--- src/rtl/display_timing_ctrl.sv ---
// Raster timing controller: sequences external pixel/line/address counters and
// produces registered sync, blanking and frame-start signals from their values.
module display_timing_ctrl #(
    parameter int unsigned H_ACTIVE = 640,
    parameter int unsigned H_FP     = 16,
    parameter int unsigned H_SYNC   = 96,
    parameter int unsigned H_BP     = 48,
    parameter int unsigned V_ACTIVE = 480,
    parameter int unsigned V_FP     = 10,
    parameter int unsigned V_SYNC   = 2,
    parameter int unsigned V_BP     = 33
) (
    input  logic       clk,
    input  logic       ResetN,
    input  logic       Enable,
    input  logic [9:0] PxOut,
    input  logic [9:0] LineOut,
    output logic       IncPx,
    output logic       ResetPx,
    output logic       IncLine,
    output logic       ResetLine,
    output logic       IncAddr1,
    output logic       ResetAddr1,
    output logic       HSync,
    output logic       VSync,
    output logic       Blank,
    output logic       FrameStart
);

    localparam int unsigned H_TOTAL  = H_ACTIVE + H_FP + H_SYNC + H_BP;
    localparam int unsigned V_TOTAL  = V_ACTIVE + V_FP + V_SYNC + V_BP;
    localparam int unsigned HS_BEGIN = H_ACTIVE + H_FP;
    localparam int unsigned HS_END   = H_ACTIVE + H_FP + H_SYNC;
    localparam int unsigned VS_BEGIN = V_ACTIVE + V_FP;
    localparam int unsigned VS_END   = V_ACTIVE + V_FP + V_SYNC;

    typedef enum logic [1:0] {
        ST_IDLE,
        ST_START,
        ST_RUN,
        ST_DRAIN
    } state_t;

    state_t      r_state;
    state_t      w_next;
    logic [31:0] w_px;
    logic [31:0] w_ln;
    logic        w_active;
    logic        w_out_of_range;
    logic        w_line_end;
    logic        w_frame_end;
    logic        w_visible;

    assign w_px           = 32'(PxOut);
    assign w_ln           = 32'(LineOut);
    assign w_active       = (r_state == ST_RUN) || (r_state == ST_DRAIN);
    // Counter values past the raster are handled as a frame wrap so the
    // scan recovers within one cycle.
    assign w_out_of_range = (w_px >= H_TOTAL) || (w_ln >= V_TOTAL);
    assign w_line_end     = (w_px == H_TOTAL - 1);
    assign w_frame_end    = (w_line_end && (w_ln == V_TOTAL - 1)) || w_out_of_range;
    assign w_visible      = (w_px < H_ACTIVE) && (w_ln < V_ACTIVE);

    always_ff @(posedge clk or negedge ResetN) begin
        if (!ResetN) begin
            r_state <= ST_IDLE;
        end else begin
            r_state <= w_next;
        end
    end

    always_comb begin
        w_next     = r_state;
        IncPx      = 1'b0;
        ResetPx    = 1'b0;
        IncLine    = 1'b0;
        ResetLine  = 1'b0;
        IncAddr1   = 1'b0;
        ResetAddr1 = 1'b0;
        case (r_state)
            ST_IDLE: begin
                ResetPx    = 1'b1;
                ResetLine  = 1'b1;
                ResetAddr1 = 1'b1;
                if (Enable) begin
                    w_next = ST_START;
                end
            end
            ST_START: begin
                ResetPx    = 1'b1;
                ResetLine  = 1'b1;
                ResetAddr1 = 1'b1;
                w_next     = Enable ? ST_RUN : ST_IDLE;
            end
            ST_RUN, ST_DRAIN: begin
                if (w_frame_end) begin
                    ResetPx    = 1'b1;
                    ResetLine  = 1'b1;
                    ResetAddr1 = 1'b1;
                end else if (w_line_end) begin
                    ResetPx = 1'b1;
                    IncLine = 1'b1;
                end else begin
                    IncPx    = 1'b1;
                    IncAddr1 = w_visible;
                end
                // DRAIN keeps scanning until the frame closes; Enable pulls it back to RUN.
                if (r_state == ST_RUN) begin
                    if (!Enable) begin
                        w_next = w_frame_end ? ST_IDLE : ST_DRAIN;
                    end
                end else begin
                    if (Enable) begin
                        w_next = ST_RUN;
                    end else if (w_frame_end) begin
                        w_next = ST_IDLE;
                    end
                end
            end
            default: begin
                w_next     = ST_IDLE;
                ResetPx    = 1'b1;
                ResetLine  = 1'b1;
                ResetAddr1 = 1'b1;
            end
        endcase
    end

    always_ff @(posedge clk or negedge ResetN) begin
        if (!ResetN) begin
            HSync      <= 1'b1;
            VSync      <= 1'b1;
            Blank      <= 1'b1;
            FrameStart <= 1'b0;
        end else begin
            HSync      <= !((w_px >= HS_BEGIN) && (w_px < HS_END));
            VSync      <= !((w_ln >= VS_BEGIN) && (w_ln < VS_END));
            Blank      <= (w_px >= H_ACTIVE) || (w_ln >= V_ACTIVE) || !w_active;
            FrameStart <= w_active && (PxOut == '0) && (LineOut == '0);
        end
    end

endmodule
--- config.mk ---
export PLATFORM = sky130hd
export DESIGN_NAME = display_timing_ctrl
export DESIGN_NICKNAME = d
export VERILOG_FILES = /design/src/rtl/display_timing_ctrl.sv
export SDC_FILE = /design/constraint.sdc
export NUM_CORES = 1
export LEC_CHECK = 0
export CAP_MARGIN = 20
export CORE_MARGIN = 2
export CORE_UTILIZATION = 28
export DETAILED_ROUTE_END_ITERATION = 16
export PLACE_DENSITY = 0.79
export SLEW_MARGIN = 20
export SYNTH_ARGS = -nofsm -noshare
export SYNTH_HDL_FRONTEND = slang
export SYNTH_SLANG_ARGS = --single-unit
--- constraint.sdc ---
create_clock -name clk -period 2.05 [get_ports clk]
set_input_delay 0.41 -clock clk [delete_from_list [all_inputs] [get_ports clk]]
set_output_delay 0.41 -clock clk [all_outputs]
set_load 0.03 [all_outputs]
==> results of run 1 <==
registers in the layout (all words and copies together) (netlist names):
signal,cells
Blank,1
FrameStart,1
HSync,1
VSync,1
r_state,2
logic make-up (layout without fill, tap and decap cells):
logic type | after synthesis | after routing
AOI/OAI and AO/OA | 8 | 8
buffers and inverters | 4 | 58
DFF | 6 | 6
and+or+nand+nor | 33 | 33
cell usage in the layout, fill, tap and decap left out, drive strengths merged:
cell type and n:
dfstp 3, and2 1, and4b 1, o311ai 1, nand3 4, or4 2, o31ai 1, nor4b 1
dlygate4sd2 8, o211a 1, buf 31, nor2 5, nor3 5, a21oi 1, a211oi 2, dfrtp 3
o21ai 2, inv 3, nand2 5, clkdlybuf4s50 11, or3 2, and3 1, nor4 4, clkbuf 5
nand4 2
stage by stage:
stage,hold WS [ns],setup slack [ns]
finish,0.391,-0.278
global route,0.410,-0.309
CTS,0.389,-0.370
detailed placement,0.547,-0.618
global placement,0.536,-0.594
floorplan,0.114,-0.346
path summary, 6_finish.rpt:
| check | from | to | slack, ns |
|---|---|---|---|
| worst max-delay path | LineOut[7] | IncLine | -0.28 |
| worst min-delay path | ResetN | FrameStart$_DFF_PN0_ | 0.39 |
| worst max register to register | r_state[1]$_DFFE_PN0P_ | r_state[1]$_DFFE_PN0P_ | 0.83 |
| worst min register to register | r_state[1]$_DFFE_PN0P_ | r_state[0]$_DFFE_PN0P_ | 0.56 |
| max in group asynchronous | ResetN | HSync$_DFF_PN1_ | 1.40 |
| min in group clk | PxOut[6] | HSync$_DFF_PN1_ | 0.42 |
area by class of cell:
type	instances	area (um2)	share of cell area [%]
multi-input combinational	41	313	32.1
inverter	3	13.8	1.41
tap	16	20.0	2.06
timing repair buffer	51	447	45.9
clock buffer	4	26.3	2.70
sequential	6	154	15.8
worst max-delay path, stage by stage:
cell and delay [ns]:
buf_6 0.09, or4_4 0.52, or4_4 0.46, buf_6 0.14, nor2_4 0.10, nor3_4 0.06, buf_6 0.13
where the power goes:
part / internal [mW] / switching, mW / leakage, nW
Sequential: 0.131 / 0.00889 / 0.0707
Combinational: 0.0928 / 0.0828 / 0.322
Clock: 0.0737 / 0.0420 / 0.0150
Total: 0.297 / 0.134 / 0.407
layer usage:
metal | vias up | GRT usage [%]
met5 | - | 0
met4 | 0 | 9.38
met3 | 0 | 1.28
met2 | 23 | 38.8
met1 | 289 | 17.1
li1 | 308 | -
repair_timing:
action,CTS,global route
setup buffers,1,1
resized for setup,49,3
pin swaps,11,2
endpoints found under the setup margin,8,7
==> impl_metrics.csv, run 1 <==
group,metric,value,unit
placement,placed_area,906,um2
sta,skew,0.00517,ns
cells_and_area,nets,129,
routing,drt-met1-wl,557,um
clock_tree,cts_buffer_depth,2,
synth,syn_nets,74,
placement,placed_cells,115,
sta,min_period,2.33,ns
synth,synthSimpleGateAreaFrac,45.9,%
synth,synth-adder-area-share,0,%
critical_path,critical_path_required,1.64,ns
clock_tree,htreeDepth,1,
routing,drtIter0Drc,4,
routing,highest_layer,"met3",
die,fp.dieW,42.9,um
routing,drt_pre_antenna_iters,4,
synth,synth_common_cells,"nand2_1 (5), nor2_1 (5), nor3_1 (5)",
die,core,1450,um2
placement,portBuffers,32,
cells_and_area,final_core_util,67.0,%
routing,vias,620,
cells_and_area,fill_cells,136,
sta,hold_viol,0,
cells_and_area,fin_area,973,um2
clock_tree,cts_tree,"done",
power_and_ir_drop,p_total,0.431,mW
outcome,violations,"negative setup slack",
synth,syn-instance-count,51,
sta,finalMaxSlewViolations,0,
synth,yosysSeqAreaShare,36.4,%
sta,tightest_slew,0.336,ns
synth,synth_top_family_by_area,"simple AND/OR/NAND/NOR gates",
routing,viasPerCell,5.12,
placement,dp_hpwl,1230,um
power_and_ir_drop,power_density,443,nW/um2
routing,post_drt_wl_per_cell,13.2,um
global_route,grt_max_degree,7,
die,dieArea,1840,um2
cells_and_area,antenna_cells,0,
synth,ys_seq_elements,6,
cells_and_area,area_delta_synth_final,130,%
synth,syn_avg_cell_area,8.29,um2
sta,slew_headroom,77.4,%
outcome,status,"complete, but fails checks",
synth,yosys_warnings,0,
routing,dr_wl_met3,81,um
die,start_util,29.1,%
global_route,antenna_found_initial,0,
critical_path,crit_path_end_kind,"primary output",
clock_tree,ctsRootBufferMaster,"clkbuf_4",
synth,synth_cell_types,24,
synth,async_flop_share,100,%
cells_and_area,drive_gt1_share,48.6,%
clock_tree,hold_buffers,0,
power_and_ir_drop,leakage,0.407,nW
synth,netlist.area_leader.share,18.6,%
flow_run,cap_violations,0,
min_path,worst_hold_path_type,"in2async",
synth,synth-xor-area-share,0,%
synth,syn-cell-area,423,um2
clock_tree,cts-buffers-inserted,3,
placement,gp_congestion,0.794,
die,die_height,42.9,um
synth,synth-compound-area-share,13.3,%
global_route,gr-total-overflow,0,
cells_and_area,instances_no_fill,121,
sta,worst_slack,-0.278,ns
routing,postRouteAntennaNets,0,
die,num_rows,14,
synth,synthTopCellsByArea,"dfstp_2 (19%), dfrtp_1 (18%), nor3_1 (5.9%), or4_4 (5.3%), nand3_1 (4.7%)",
synth,synth.mux.area_fraction,0,%
routing,drc,0,
global_route,track_usage,18.6,%
critical_path,cp.arrival,1.92,ns
power_and_ir_drop,ir_drop,0.000186,V
sta,rsz0062_at_grt,"yes",
sta,fmax,430,MHz
critical_path,start_kind,"input port",
clock_tree,clk_latency,0.24,ns
global_route,grt_pass1_vias,660,
routing,wirelength,1590,um
synth,yosys.area.top_type,"dfstp_2",
clock_tree,clkTransAtPathRegs,0.05,ns
critical_path,critical_path_class,"in2out",
global_route,grt_pass1_wl,2590,um
clock_tree,cts_sinks,6,
sta,finalSetupViolations,5,
synth,synth_edf_count,0,
die,num_io_pins,33,
critical_path,reg2reg_depth,4,
critical_path,worstPathMaxFanout,2,
sta,tns,-0.948,ns
sta,period_share,114,%
routing,wl_met2,953,um
synth,synth_ff_type,"dfstp_2",
No activity file was read; power rests on OpenSTA's default activity.
==> inputs of run 2 (changes only) <==
--- a/config.mk
+++ b/config.mk
@@ -14,3 +14,4 @@
 export SYNTH_ARGS = -nofsm -noshare
 export SYNTH_HDL_FRONTEND = slang
 export SYNTH_SLANG_ARGS = --single-unit
+export TNS_END_PERCENT = 50
==> run 2 against run 1 <==
Effect of this change: the run still ends with negative setup slack left; register-to-register slack better by 0.03 ns; utilization is 2.0 points higher; total power up 1.4%; count of clock-buffer cells in the layout stayed put; critical endpoint is now ResetLine; sequential cell count unchanged; via count increased by 4.5%.
==> impl_metrics.csv, run 2 (synthesis results as in run 1) <==
group,metric,value,unit
routing,wl_met2,894,um
die,fp.dieW,42.9,um
clock_tree,cts_sinks,6,
routing,dr_wl_met3,80,um
outcome,status,"complete, but fails checks",
power_and_ir_drop,power_density,436,nW/um2
clock_tree,htreeDepth,1,
cells_and_area,area_delta_synth_final,137,%
clock_tree,hold_buffers,0,
die,dieArea,1840,um2
die,die_height,42.9,um
power_and_ir_drop,ir_drop,0.000182,V
placement,placed_area,887,um2
clock_tree,cts_buffer_depth,2,
sta,period_share,112,%
sta,hold_viol,0,
placement,portBuffers,32,
clock_tree,clkTransAtPathRegs,0.05,ns
cells_and_area,final_core_util,68.9,%
die,core,1450,um2
die,start_util,29.1,%
cells_and_area,final_cell_mix,"buf_4 (23), clkdlybuf4s50_1 (10), buf_6 (9)",
critical_path,worstPathMaxFanout,3,
die,num_io_pins,33,
routing,drtIter0Drc,10,
routing,viasPerCell,5.18,
cells_and_area,largest_register,"r_state",
cells_and_area,fin_area,1000,um2
routing,wirelength,1580,um
sta,finalMaxSlewViolations,0,
sta,fmax,435,MHz
power_and_ir_drop,p_total,0.437,mW
sta,finalSetupViolations,5,
critical_path,critical_path_required,1.64,ns
outcome,violations,"negative setup slack",
sta,rsz0062_at_grt,"yes",
power_and_ir_drop,leakage,0.471,nW
flow_run,cap_violations,0,
cells_and_area,ff_latch_area,154,um2
cells_and_area,multi_input_area,289,um2
critical_path,critical_path_class,"in2out",
clock_tree,ctsRootBufferMaster,"clkbuf_4",
clock_tree,clk_latency,0.25,ns
placement,dp_hpwl,1160,um
placement,gp_congestion,0.829,
critical_path,start_kind,"input port",
critical_path,crit_path_end_kind,"primary output",
critical_path,cp.arrival,1.89,ns
clock_tree,cts_tree,"done",
cells_and_area,largest_register_ff_count,2,
sta,tightest_slew,0.307,ns
sta,min_period,2.30,ns
global_route,track_usage,18.2,%
global_route,grt_pass1_wl,2520,um
cells_and_area,nets,133,
sta,worst_slack,-0.247,ns
cells_and_area,final_common_cell,"buf_4",
routing,postRouteAntennaNets,0,
global_route,antenna_found_initial,0,
sta,slew_headroom,79.2,%
global_route,grt_pass1_vias,638,
routing,post_drt_wl_per_cell,12.6,um
clock_tree,cts-buffers-inserted,3,
min_path,worst_hold_path_type,"in2async",
routing,vias,648,
routing,drt_pre_antenna_iters,4,
cells_and_area,drive_gt1_share,47.7,%
global_route,gr-total-overflow,0,
sta,whs,0.396,ns
sta,skew,0.00932,ns
routing,highest_layer,"met3",
global_route,grt_max_degree,7,
routing,drc,0,
cells_and_area,fill_cells,126,
routing,drt-met1-wl,603,um
die,num_rows,14,
cells_and_area,antenna_cells,0,
[run 2: cell count changes in the layout (fill, tap and decap cells not counted), sizes merged]
cell	delta
clkdlybuf4s15	+1
dlymetal6s2s	+6
dlygate4sd2	-5
buf	+2
clkbuf	+1
clkdlybuf4s50	-1
[run 2: power by group]
group          internal [mW]  switching, mW
logic                 0.0985         0.0839
registers              0.131        0.00622
clock network         0.0738         0.0440
total                  0.303          0.134
[run 2: path summary, 6_finish.rpt]
check / start / to / slack, ns / cells after the start
max: LineOut[6] / ResetLine / -0.25 / 5
min: ResetN / r_state[1]$_DFFE_PN0P_ / 0.40 / 1
max reg2reg: r_state[1]$_DFFE_PN0P_ / r_state[1]$_DFFE_PN0P_ / 0.86 / 5
min reg2reg: r_state[0]$_DFFE_PN0P_ / r_state[1]$_DFFE_PN0P_ / 0.60 / 2
max in group asynchronous: ResetN / HSync$_DFF_PN1_ / 1.38 / 1
min in group clk: PxOut[5] / FrameStart$_DFF_PN0_ / 0.44 / 3
[run 2: final cells by class]
| class | instances | area share, % |
|---|---|---|
| inverters | 3 | 1.12 |
| well taps | 16 | 2.00 |
| multi-input cells | 41 | 28.8 |
| repair buffers | 55 | 50.1 |
| flip-flops and latches | 6 | 15.4 |
| clock buffers | 4 | 2.62 |
[run 2: timing repair]
action	4_1_cts	5_1_grt
buffers inserted	2	5
endpoints found under the setup margin	7	7
resized for setup	38	14
pin swaps	6	6
hold endpoints to repair	0	0
[run 2: critical path, stage by stage]
cell     delay [ns]
buf_6          0.09
or4_4          0.52
or4_4          0.46
o31ai_4        0.23
buf_6          0.17
[run 2: metal layers]
| metal | vias to the layer above | global-route usage (%) |
|---|---|---|
| met4 | 0 | 7.50 |
| met1 | 311 | 18.2 |
| met5 | - | 0 |
| met2 | 24 | 35.5 |
| met3 | 0 | 3.83 |
| li1 | 313 | - |
[run 2: through the flow]
| stage | worst slack (ns) | std cells | setup TNS (ns) |
|---|---|---|---|
| 3_3_place_gp | -0.865 | 114 | -4.27 |
| 6_report | -0.247 | 125 | -0.954 |
| 2_1_floorplan | -0.346 | 51 | -0.864 |
| 4_1_cts | -0.373 | 120 | -1.24 |
| 3_5_place_dp | -0.876 | 114 | -4.43 |
| 5_1_grt | -0.290 | 125 | -1.12 |
==> inputs of run 3 (changes only) <==
--- a/config.mk
+++ b/config.mk
@@ -8,6 +8,7 @@
 export CAP_MARGIN = 20
 export CORE_MARGIN = 2
 export CORE_UTILIZATION = 28
+export CTS_CLUSTER_SIZE = 8
 export DETAILED_ROUTE_END_ITERATION = 16
 export PLACE_DENSITY = 0.79
 export SLEW_MARGIN = 20
==> results of run 3 <==
No change in the layout: final DEF, timing and power equal those of run 2.
